[src/rtl/bias_add_mc.sv]
// Two-stage bias-add for the LSTM gate lanes: per-gate bias tables indexed by a channel sequencer.
// Define BIAS_SAT_EN to clamp overflowing sums and drive sat_flag; otherwise sums wrap.
module bias_add_mc #(
   parameter int DWIDTH = 16,
   parameter int GATES  = 4,
   parameter int DEPTH  = 8
) (
   input  logic                       clk,
   input  logic                       xrst,
   input  logic                       mem_we,
   input  logic [$clog2(GATES)-1:0]   mem_gate,
   input  logic [$clog2(DEPTH)-1:0]   mem_addr,
   input  logic signed [DWIDTH-1:0]   mem_wdata,
   input  logic [$clog2(DEPTH):0]     len,
   input  logic                       clear,
   input  logic                       in_valid,
   output logic                       in_ready,
   input  logic [GATES*DWIDTH-1:0]    in_data,
   output logic                       out_valid,
   input  logic                       out_ready,
   output logic [GATES*DWIDTH-1:0]    out_data,
   output logic [$clog2(DEPTH)-1:0]   out_chan,
   output logic                       out_last,
   output logic                       sat_flag
);

   localparam int AW = $clog2(DEPTH);
   localparam logic [AW:0] DEPTH_L = (AW+1)'(DEPTH);
   localparam logic [AW:0] ONE_L   = (AW+1)'(1);

`ifdef BIAS_SAT_EN
   function automatic logic signed [DWIDTH-1:0] sat_add(input logic signed [DWIDTH-1:0] d,
                                                        input logic signed [DWIDTH-1:0] b);
      logic signed [DWIDTH:0] s;
      s = {d[DWIDTH-1], d} + {b[DWIDTH-1], b};
      if (s[DWIDTH] != s[DWIDTH-1])
         return s[DWIDTH] ? {1'b1, {(DWIDTH-1){1'b0}}} : {1'b0, {(DWIDTH-1){1'b1}}};
      return s[DWIDTH-1:0];
   endfunction

   function automatic logic add_ovf(input logic signed [DWIDTH-1:0] d,
                                    input logic signed [DWIDTH-1:0] b);
      logic signed [DWIDTH:0] s;
      s = {d[DWIDTH-1], d} + {b[DWIDTH-1], b};
      return s[DWIDTH] != s[DWIDTH-1];
   endfunction
`else
   // The low DWIDTH bits of the widened sum equal the plain DWIDTH-bit sum.
   function automatic logic signed [DWIDTH-1:0] wrap_add(input logic signed [DWIDTH-1:0] d,
                                                         input logic signed [DWIDTH-1:0] b);
      return d + b;
   endfunction
`endif

   logic signed [DWIDTH-1:0] tbl_q [GATES][DEPTH];

   logic                      en, acc;
   logic [AW-1:0]             cnt_q, cnt_d, tag;
   logic [AW:0]               eff_len, tag_inc;
   logic                      last_d;

   logic                      vld_p1_q;
   logic [GATES*DWIDTH-1:0]   data_p1_q;
   logic signed [DWIDTH-1:0]  bias_p1_q [GATES];
   logic [AW-1:0]             chan_p1_q;
   logic                      last_p1_q;

   logic                      out_valid_q;
   logic [GATES*DWIDTH-1:0]   out_data_q, out_data_d;
   logic [AW-1:0]             out_chan_q;
   logic                      out_last_q;

   assign en       = !out_valid_q || out_ready;
   assign acc      = in_valid && en;
   assign in_ready = en;

   assign out_valid = out_valid_q;
   assign out_data  = out_data_q;
   assign out_chan  = out_chan_q;
   assign out_last  = out_last_q;

   // Channel sequencer: a clear in the accepting cycle retags that beat as channel 0.
   assign eff_len = (len == '0) ? DEPTH_L : len;
   assign tag     = clear ? '0 : cnt_q;
   assign tag_inc = {1'b0, tag} + ONE_L;
   assign last_d  = ({1'b0, tag} == (eff_len - ONE_L));

   always_comb begin
      cnt_d = cnt_q;
      if (acc)
         cnt_d = (tag_inc >= eff_len) ? '0 : tag_inc[AW-1:0];
      else if (clear)
         cnt_d = '0;
   end

   always_ff @(posedge clk) begin
      if (mem_we)
         tbl_q[mem_gate][mem_addr] <= mem_wdata;
   end

   // Stage 1: capture the beat and read every gate table at its channel (old data on a same-cycle write).
   always_ff @(posedge clk) begin
      if (acc) begin
         data_p1_q <= in_data;
         chan_p1_q <= tag;
         last_p1_q <= last_d;
         for (int g = 0; g < GATES; g++)
            bias_p1_q[g] <= tbl_q[g][tag];
      end
   end

`ifdef BIAS_SAT_EN
   logic sat_any, sat_q;
`endif

   always_comb begin
      out_data_d = '0;
`ifdef BIAS_SAT_EN
      sat_any = 1'b0;
`endif
      for (int g = 0; g < GATES; g++) begin
`ifdef BIAS_SAT_EN
         out_data_d[g*DWIDTH +: DWIDTH] = sat_add(data_p1_q[g*DWIDTH +: DWIDTH], bias_p1_q[g]);
         sat_any = sat_any | add_ovf(data_p1_q[g*DWIDTH +: DWIDTH], bias_p1_q[g]);
`else
         out_data_d[g*DWIDTH +: DWIDTH] = wrap_add(data_p1_q[g*DWIDTH +: DWIDTH], bias_p1_q[g]);
`endif
      end
   end

   // Stage 2: register the biased lanes; both stages freeze together while en is low.
   always_ff @(posedge clk or negedge xrst) begin
      if (!xrst) begin
         cnt_q       <= '0;
         vld_p1_q    <= 1'b0;
         out_valid_q <= 1'b0;
         out_data_q  <= '0;
         out_chan_q  <= '0;
         out_last_q  <= 1'b0;
      end else begin
         cnt_q <= cnt_d;
         if (en) begin
            vld_p1_q    <= in_valid;
            out_valid_q <= vld_p1_q;
            if (vld_p1_q) begin
               out_data_q <= out_data_d;
               out_chan_q <= chan_p1_q;
               out_last_q <= last_p1_q;
            end
         end
      end
   end

`ifdef BIAS_SAT_EN
   always_ff @(posedge clk or negedge xrst) begin
      if (!xrst)
         sat_q <= 1'b0;
      else
         sat_q <= (sat_q && !clear) || (en && vld_p1_q && sat_any);
   end
   assign sat_flag = sat_q;
`else
   assign sat_flag = 1'b0;
`endif

endmodule

[config.mk]
export PLATFORM = sky130hd
export DESIGN_NAME = bias_add_mc
export DESIGN_NICKNAME = d
export VERILOG_FILES = /design/src/rtl/bias_add_mc.sv
export SDC_FILE = /design/constraint.sdc
export NUM_CORES = 1
export LEC_CHECK = 0
export CORE_ASPECT_RATIO = 1.4
export CORE_MARGIN = 5
export CORE_UTILIZATION = 47
export CTS_BUF_LIST = sky130_fd_sc_hd__clkbuf_16
export CTS_CLUSTER_SIZE = 25
export DETAILED_ROUTE_END_ITERATION = 12
export GPL_ROUTABILITY_DRIVEN = 0
export PLACE_DENSITY = 0.65
export SETUP_SLACK_MARGIN = 0.02
export SYNTH_ARGS = -nofsm -noshare
export SYNTH_HDL_FRONTEND = slang
export SYNTH_SLANG_ARGS = --single-unit
[constraint.sdc]
create_clock -name clk -period 6.3 [get_ports clk]
set_input_delay 0.63 -clock clk [delete_from_list [all_inputs] [get_ports clk]]
set_output_delay 0.63 -clock clk [all_outputs]
set_load 0.03 [all_outputs]
==> results.cfg, run 1 <==
[placed_design]
hpwl_mm = 40.04
dp.cells = 2664
io_buffers = 164
place_ws_ns = 2.520

[floorplanning]
start_util = 0.4756
io_pins = 166
die_w_um = 220.1
row_count = 107
die_area_sq_um = 66920
die-height_um = 304.1
core-area_sq_um = 61050

[routing]
dr.pass1.iters = 5
vias = 15260
final_antenna_net_count = 0
routed_wl_mm = 62.90
wl_per_cell_um = 22.56
drc_errors = 0
viasPerCell = 5.473
drt_iter0_drc = 1334

[clock_tree]
post_cts_buffers = 0
clk_latency_ns = 0.60
path_clk_slew_ns = 0.06
tritoncts = yes
cts_buffer_depth = 3
ctsRootBufferMaster = clkbuf_16
cts_num_sinks = 717
cts_htree_levels = 3
numCtsBuffers = 68

[timing]
tns_ns = 0
relSlewSlack = 0.1493
fin_worst_skew_ns = 0.01937
drv_slew = 0
min_period_ns = 3.127
worst_pin_slew_ns = 1.272
rsz0062_at_grt = false
finalCritPeriodShare = 0.4963
clock.fmax_ghz = 0.3198
setup_viol_count_final = 0
final-hold-violation-count = 0
holdWs_ns = 0.4549
final.setup.worst_slack_ns = 3.173

[logic_synthesis]
syn_avg_cell_area_sq_um = 16.90
yosysWarnings = 0
synth_edf_count = 644
synthCells = 1718
async_reset_ff_frac = 0.1018
yosysMostFrequentCell = edfxtp_1
yosysTopAreaCell = edfxtp_1
ys_ff_latch = 717
synth-seq-area-share = 0.7289
synth_area_sq_um = 29040
synth_top_area_share = 0.6660
synthTopCellsByCount = edfxtp_1, nand2_1, mux4_2
synth.distinct_cells = 66
synth_area_leaders = edfxtp_1, mux4_2, dfrtp_1, nand2_1, ha_1
synth_nets = 1881
synth_ff_type = edfxtp_1

[global_route]
overflow = 0
grt_first_pass_wirelength_mm = 95.52
grt_max_degree = 98
grt_use_total = 0.1880
antenna_found_initial = 3
grt_pass1_vias = 15610

[final_layout]
nFillCells = 4773
drive_above_1_share = 0.1513
multi_input_comb_area_sq_um = 7627
seqCellArea_sq_um = 21170
nNetsFinal = 2081
syn_to_final_growth_pct = 16.91
fin_cells = 2788

[pwr]
p_leak_nw = 11.75
total_power_mw = 11.45
irDropWorstVdd_mv = 0.3346
power.density_nw_per_um2 = 337.3

[worst_setup_path]
end_kind = flip-flop
setup.worst_path.start_class = flip-flop
crit_required_ns = 6.64
cp_max_fo = 39
path_class = reg -> reg
worstPathArrival_ns = 3.46

[flow_run]
max_cap_violations = 0

[run_status]
run_status = complete, no violations

[min_path]
min_path_type = reg -> reg
## registers in the layout, indices dropped and copies added, names as in the netlist, 3 cells and up
register   count
cnt_q          3
chan_p1_q      3
bias_p1_q     64
tbl_q        512
data_p1_q     64
out_data      64
out_chan       3
## through the flow
step,utilization,area [sq um]
2_1_floorplan,-,29040
3_3_place_gp,0.5199,31740
3_5_place_dp,0.5199,31740
4_1_cts,0.5559,33940
5_1_grt,0.5559,33940
6_report,0.5560,33940
## cell usage in the layout (no fill, tap or decap), types with 7 or more instances in the layout
cell	netlist	routed
clkinv_1	0	12
clkinv_2	0	9
a21o_1	16	16
inv_1	16	26
o21ai_1	26	26
nor3_1	9	9
nand3_1	15	15
nor2_2	0	28
a211oi_1	13	13
dfrtp_1	73	71
xnor2_1	29	29
o21bai_1	7	7
mux4_2	128	128
nand2_1	313	312
nor2_1	52	24
nand2b_1	9	7
clkbuf_16	0	70
o21ai_0	56	56
bufinv_16	0	7
clkdlybuf4s50_1	0	163
a21oi_1	46	46
edfxtp_1	644	644
o211ai_1	12	12
buf_4	6	29
a31oi_1	8	8
ha_1	64	64
xor2_1	29	29
## report_power, final
part           total (mW)  switching (mW)  internal (mW)
clock                4.03            1.71           2.31
sequential           5.63           0.147           5.48
combinational        1.79            1.07          0.723
## layout make-up
class,count,share of cell area
diodes,2,0.0001474
clock buffers,70,0.05161
clock inverters,51,0.01294
inverters,17,0.002027
multi-input cells,921,0.2247
flip-flops and latches,717,0.6237
well taps,817,0.03012
repair buffers,193,0.05478
## timing repair
item	4_1_cts	5_1_grt
hold buffers	1	0
hold endpoints to repair	18	0
resized for setup	0	0
## critical path: stages (launching register included)
cell	delay, ns
dfrtp_4	0.71
nor2b_4	0.91
buf_4	0.65
mux4_2	0.39
nand2_1	0.07
nand2_1	0.07
## routing by layer
layer	track usage	routed length, um	up-vias
li1	-	-	7035
met1	0.2649	27000	7719
met2	0.3100	31280	430
met3	0.03214	3577	74
met4	0.04443	1018	2
met5	0	15	-
## worst paths after layout
| path | end | slack, ns | cells past startpoint | startpoint |
|---|---|---|---|---|
| worst min-delay path | out_chan[2] | 0.45 | 2 | chan_p1_q[2] |
| worst min register to register | out_chan[2] | 0.45 | 2 | chan_p1_q[2] |
| min in group asynchronous | cnt_q[1] | 0.46 | 2 | xrst |
| worst max register to register | bias_p1_q[2][6] | 3.17 | 5 | cnt_q[2] |
| worst max-delay path | bias_p1_q[2][6] | 3.17 | 5 | cnt_q[2] |
| max in group asynchronous | out_data[32] | 4.85 | 3 | xrst |
## cells by family after synthesis
kind of cell	count (synthesis)	share of synthesized area
simple gates	438	0.06236
compound gates	224	0.04839
fa+ha+maj	68	0.03034
xor+xnor	58	0.01750
flops	717	0.7289
buf+inv	80	0.01163
mux	132	0.1007
other cells	1	0.0001292
(Power assumes the default switching activity.)
==> inputs of run 2 (changes only) <==
PLACE_DENSITY = 0.68   (was 0.65)
clock period = 2.85 ns   (was 6.3 ns; I/O delays follow)
==> run 2 against run 1 <==
Power up 120%. Via count up 1.9%. Critical path depth up 3. Clock power up 120%. Combinational power up 120%. Worst setup slack worse by 2.9 ns. Routed wire length about the same. Design area up 0.81%. Global-route usage up 0.12 points. Count of clock-buffer cells in the layout down 3. Largest cell class unchanged.
==> results.cfg, run 2 (synthesis results as in run 1) <==
[final_layout]
nFillCells = 4720
drive_above_1_share = 0.1525
largest_reg_flops = 512
top_register = tbl_q
final_cell_mix = edfxtp_1, nand2_1, clkdlybuf4s50_1
syn_to_final_growth_pct = 17.85
nNetsFinal = 2118
layout.cell_area.non_filler_sq_um = 34220
final_common_cell = edfxtp_1
fin_cells = 2818

[clock_tree]
cts_hold_buf = 1
cts_resized = 0
path_clk_slew_ns = 0.06
tritoncts = yes
cts_htree_levels = 3
clk_latency_ns = 0.60
post_cts_buffers = 0
cts_num_sinks = 717
ctsRootBufferMaster = clkbuf_16
cts_buffer_depth = 3
numCtsBuffers = 66

[worst_setup_path]
crit_start = data_p1_q[48]
worstPathArrival_ns = 3.06
setup.worst_path.start_class = flip-flop
r2r_cells = 8
cp_max_fo = 3
path_class = reg -> reg
timing.rr.end = out_data[60]
crit_required_ns = 3.30
rr_startpoint = data_p1_q[48]
rrSetupSlack_ns = 0.24
end_kind = flip-flop

[routing]
viasPerCell = 5.518
drc_errors = 0
wl_per_cell_um = 22.30
wl_met1_mm = 26.36
dr.pass1.iters = 5
top_layer = met4
met2_length_mm = 31.71
drt_iter0_drc = 1536
final_antenna_net_count = 0
vias = 15550
routed_wl_mm = 62.84
dr_wl_met3_mm = 3.563

[global_route]
antenna_found_initial = 1
grt_use_total = 0.1892
grt_first_pass_wirelength_mm = 96.66
overflow = 0
grt_pass1_vias = 16190
grt_max_degree = 74

[min_path]
min_path_type = in -> reg
min_to = data_p1_q[52]
hold_depth = 1
holdCritStartpoint = in_data[52]

[floorplanning]
die_w_um = 220.1
row_count = 107
die-height_um = 304.1
core-area_sq_um = 61050
io_pins = 166
start_util = 0.4756
die_area_sq_um = 66920

[timing]
final-hold-violation-count = 0
relSlewSlack = 0.3508
worst_pin_slew_ns = 0.9738
min_period_ns = 2.609
drv_slew = 0
final.setup.worst_slack_ns = 0.2408
rsz0062_at_grt = false
clock.fmax_ghz = 0.3833
setup_viol_count_final = 0
tns_ns = 0
finalCritPeriodShare = 0.9155
fin_worst_skew_ns = 0.01849

[placed_design]
dp.cells = 2703
hpwl_mm = 40.16
place_area_sq_um = 32100
io_buffers = 164
place_ws_ns = 0.1632

[pwr]
power.density_nw_per_um2 = 734.4
p_int_mw = 18.75
total_power_mw = 25.13
combPwrFrac = 0.158
net-switching-power_mw = 6.376
clock_power_share = 0.346
pwr-share-seq = 0.496
irDropWorstVdd_mv = 0.4910
p_leak_nw = 11.95
switching_share = 0.2537

[flow_run]
max_cap_violations = 0

[run_status]
run_status = complete, no violations
==> run 2: cell type report <==
cell class	instances	area, sq um	share of cell area
sequential	717	21170	0.6187
multi-input combinational	921	7572	0.2213
tap	817	1022	0.02987
timing repair buffer	232	2277	0.06655
antenna	1	2.502	0.00007313
clock inverter	46	427.9	0.01251
inverter	17	67.56	0.001975
clock buffer	67	1677	0.04900
==> run 2: worst max path at each step <==
| stage | endpoint | slack, ns |
|---|---|---|
| floorplan | bias_p1_q[0][0] | -0.21 |
| global placement | cnt_q[1] | 0.28 |
| detailed placement | cnt_q[1] | 0.16 |
| CTS | out_data[60] | 0.24 |
| global route | out_data[62] | 0.11 |
| finish | out_data[60] | 0.24 |
==> run 2: critical path, cell delays in order (launching register included) <==
cell      delay [ns]
edfxtp_1        0.38
ha_1            0.25
fa_1            0.43
a211oi_1        0.30
o211ai_1        0.24
a2111o_1        0.42
a31oi_1         0.21
xor2_1          0.17
o21ai_1         0.08
==> run 2: per-layer routing <==
| metal | vias up | GRT usage |
|---|---|---|
| li1 | 7114 | - |
| met1 | 7876 | 0.2555 |
| met2 | 477 | 0.3215 |
| met3 | 84 | 0.02906 |
| met4 | 0 | 0.05343 |
| met5 | - | 0 |
==> run 2: per-stage QoR <==
step	hold slack [ns]	utilization
after floorplan	-0.01059	-
after detailed placement	0.4349	0.5258
after global routing	0.2303	0.5605
after CTS	0.2128	0.5605
after global placement	0.4240	0.5258
final	0.2461	0.5605
==> run 2: power by group through the flow <==
stage                     clock network (mW)  registers [mW]  logic (mW)
after global routing                    9.31            12.5        4.32
after detailed placement                   0            12.7        4.01
after CTS                               8.88            12.5        4.02
after floorplan                            0            13.3        1.66
final                                   8.69            12.5        3.98
after global placement                     0            12.7        3.95
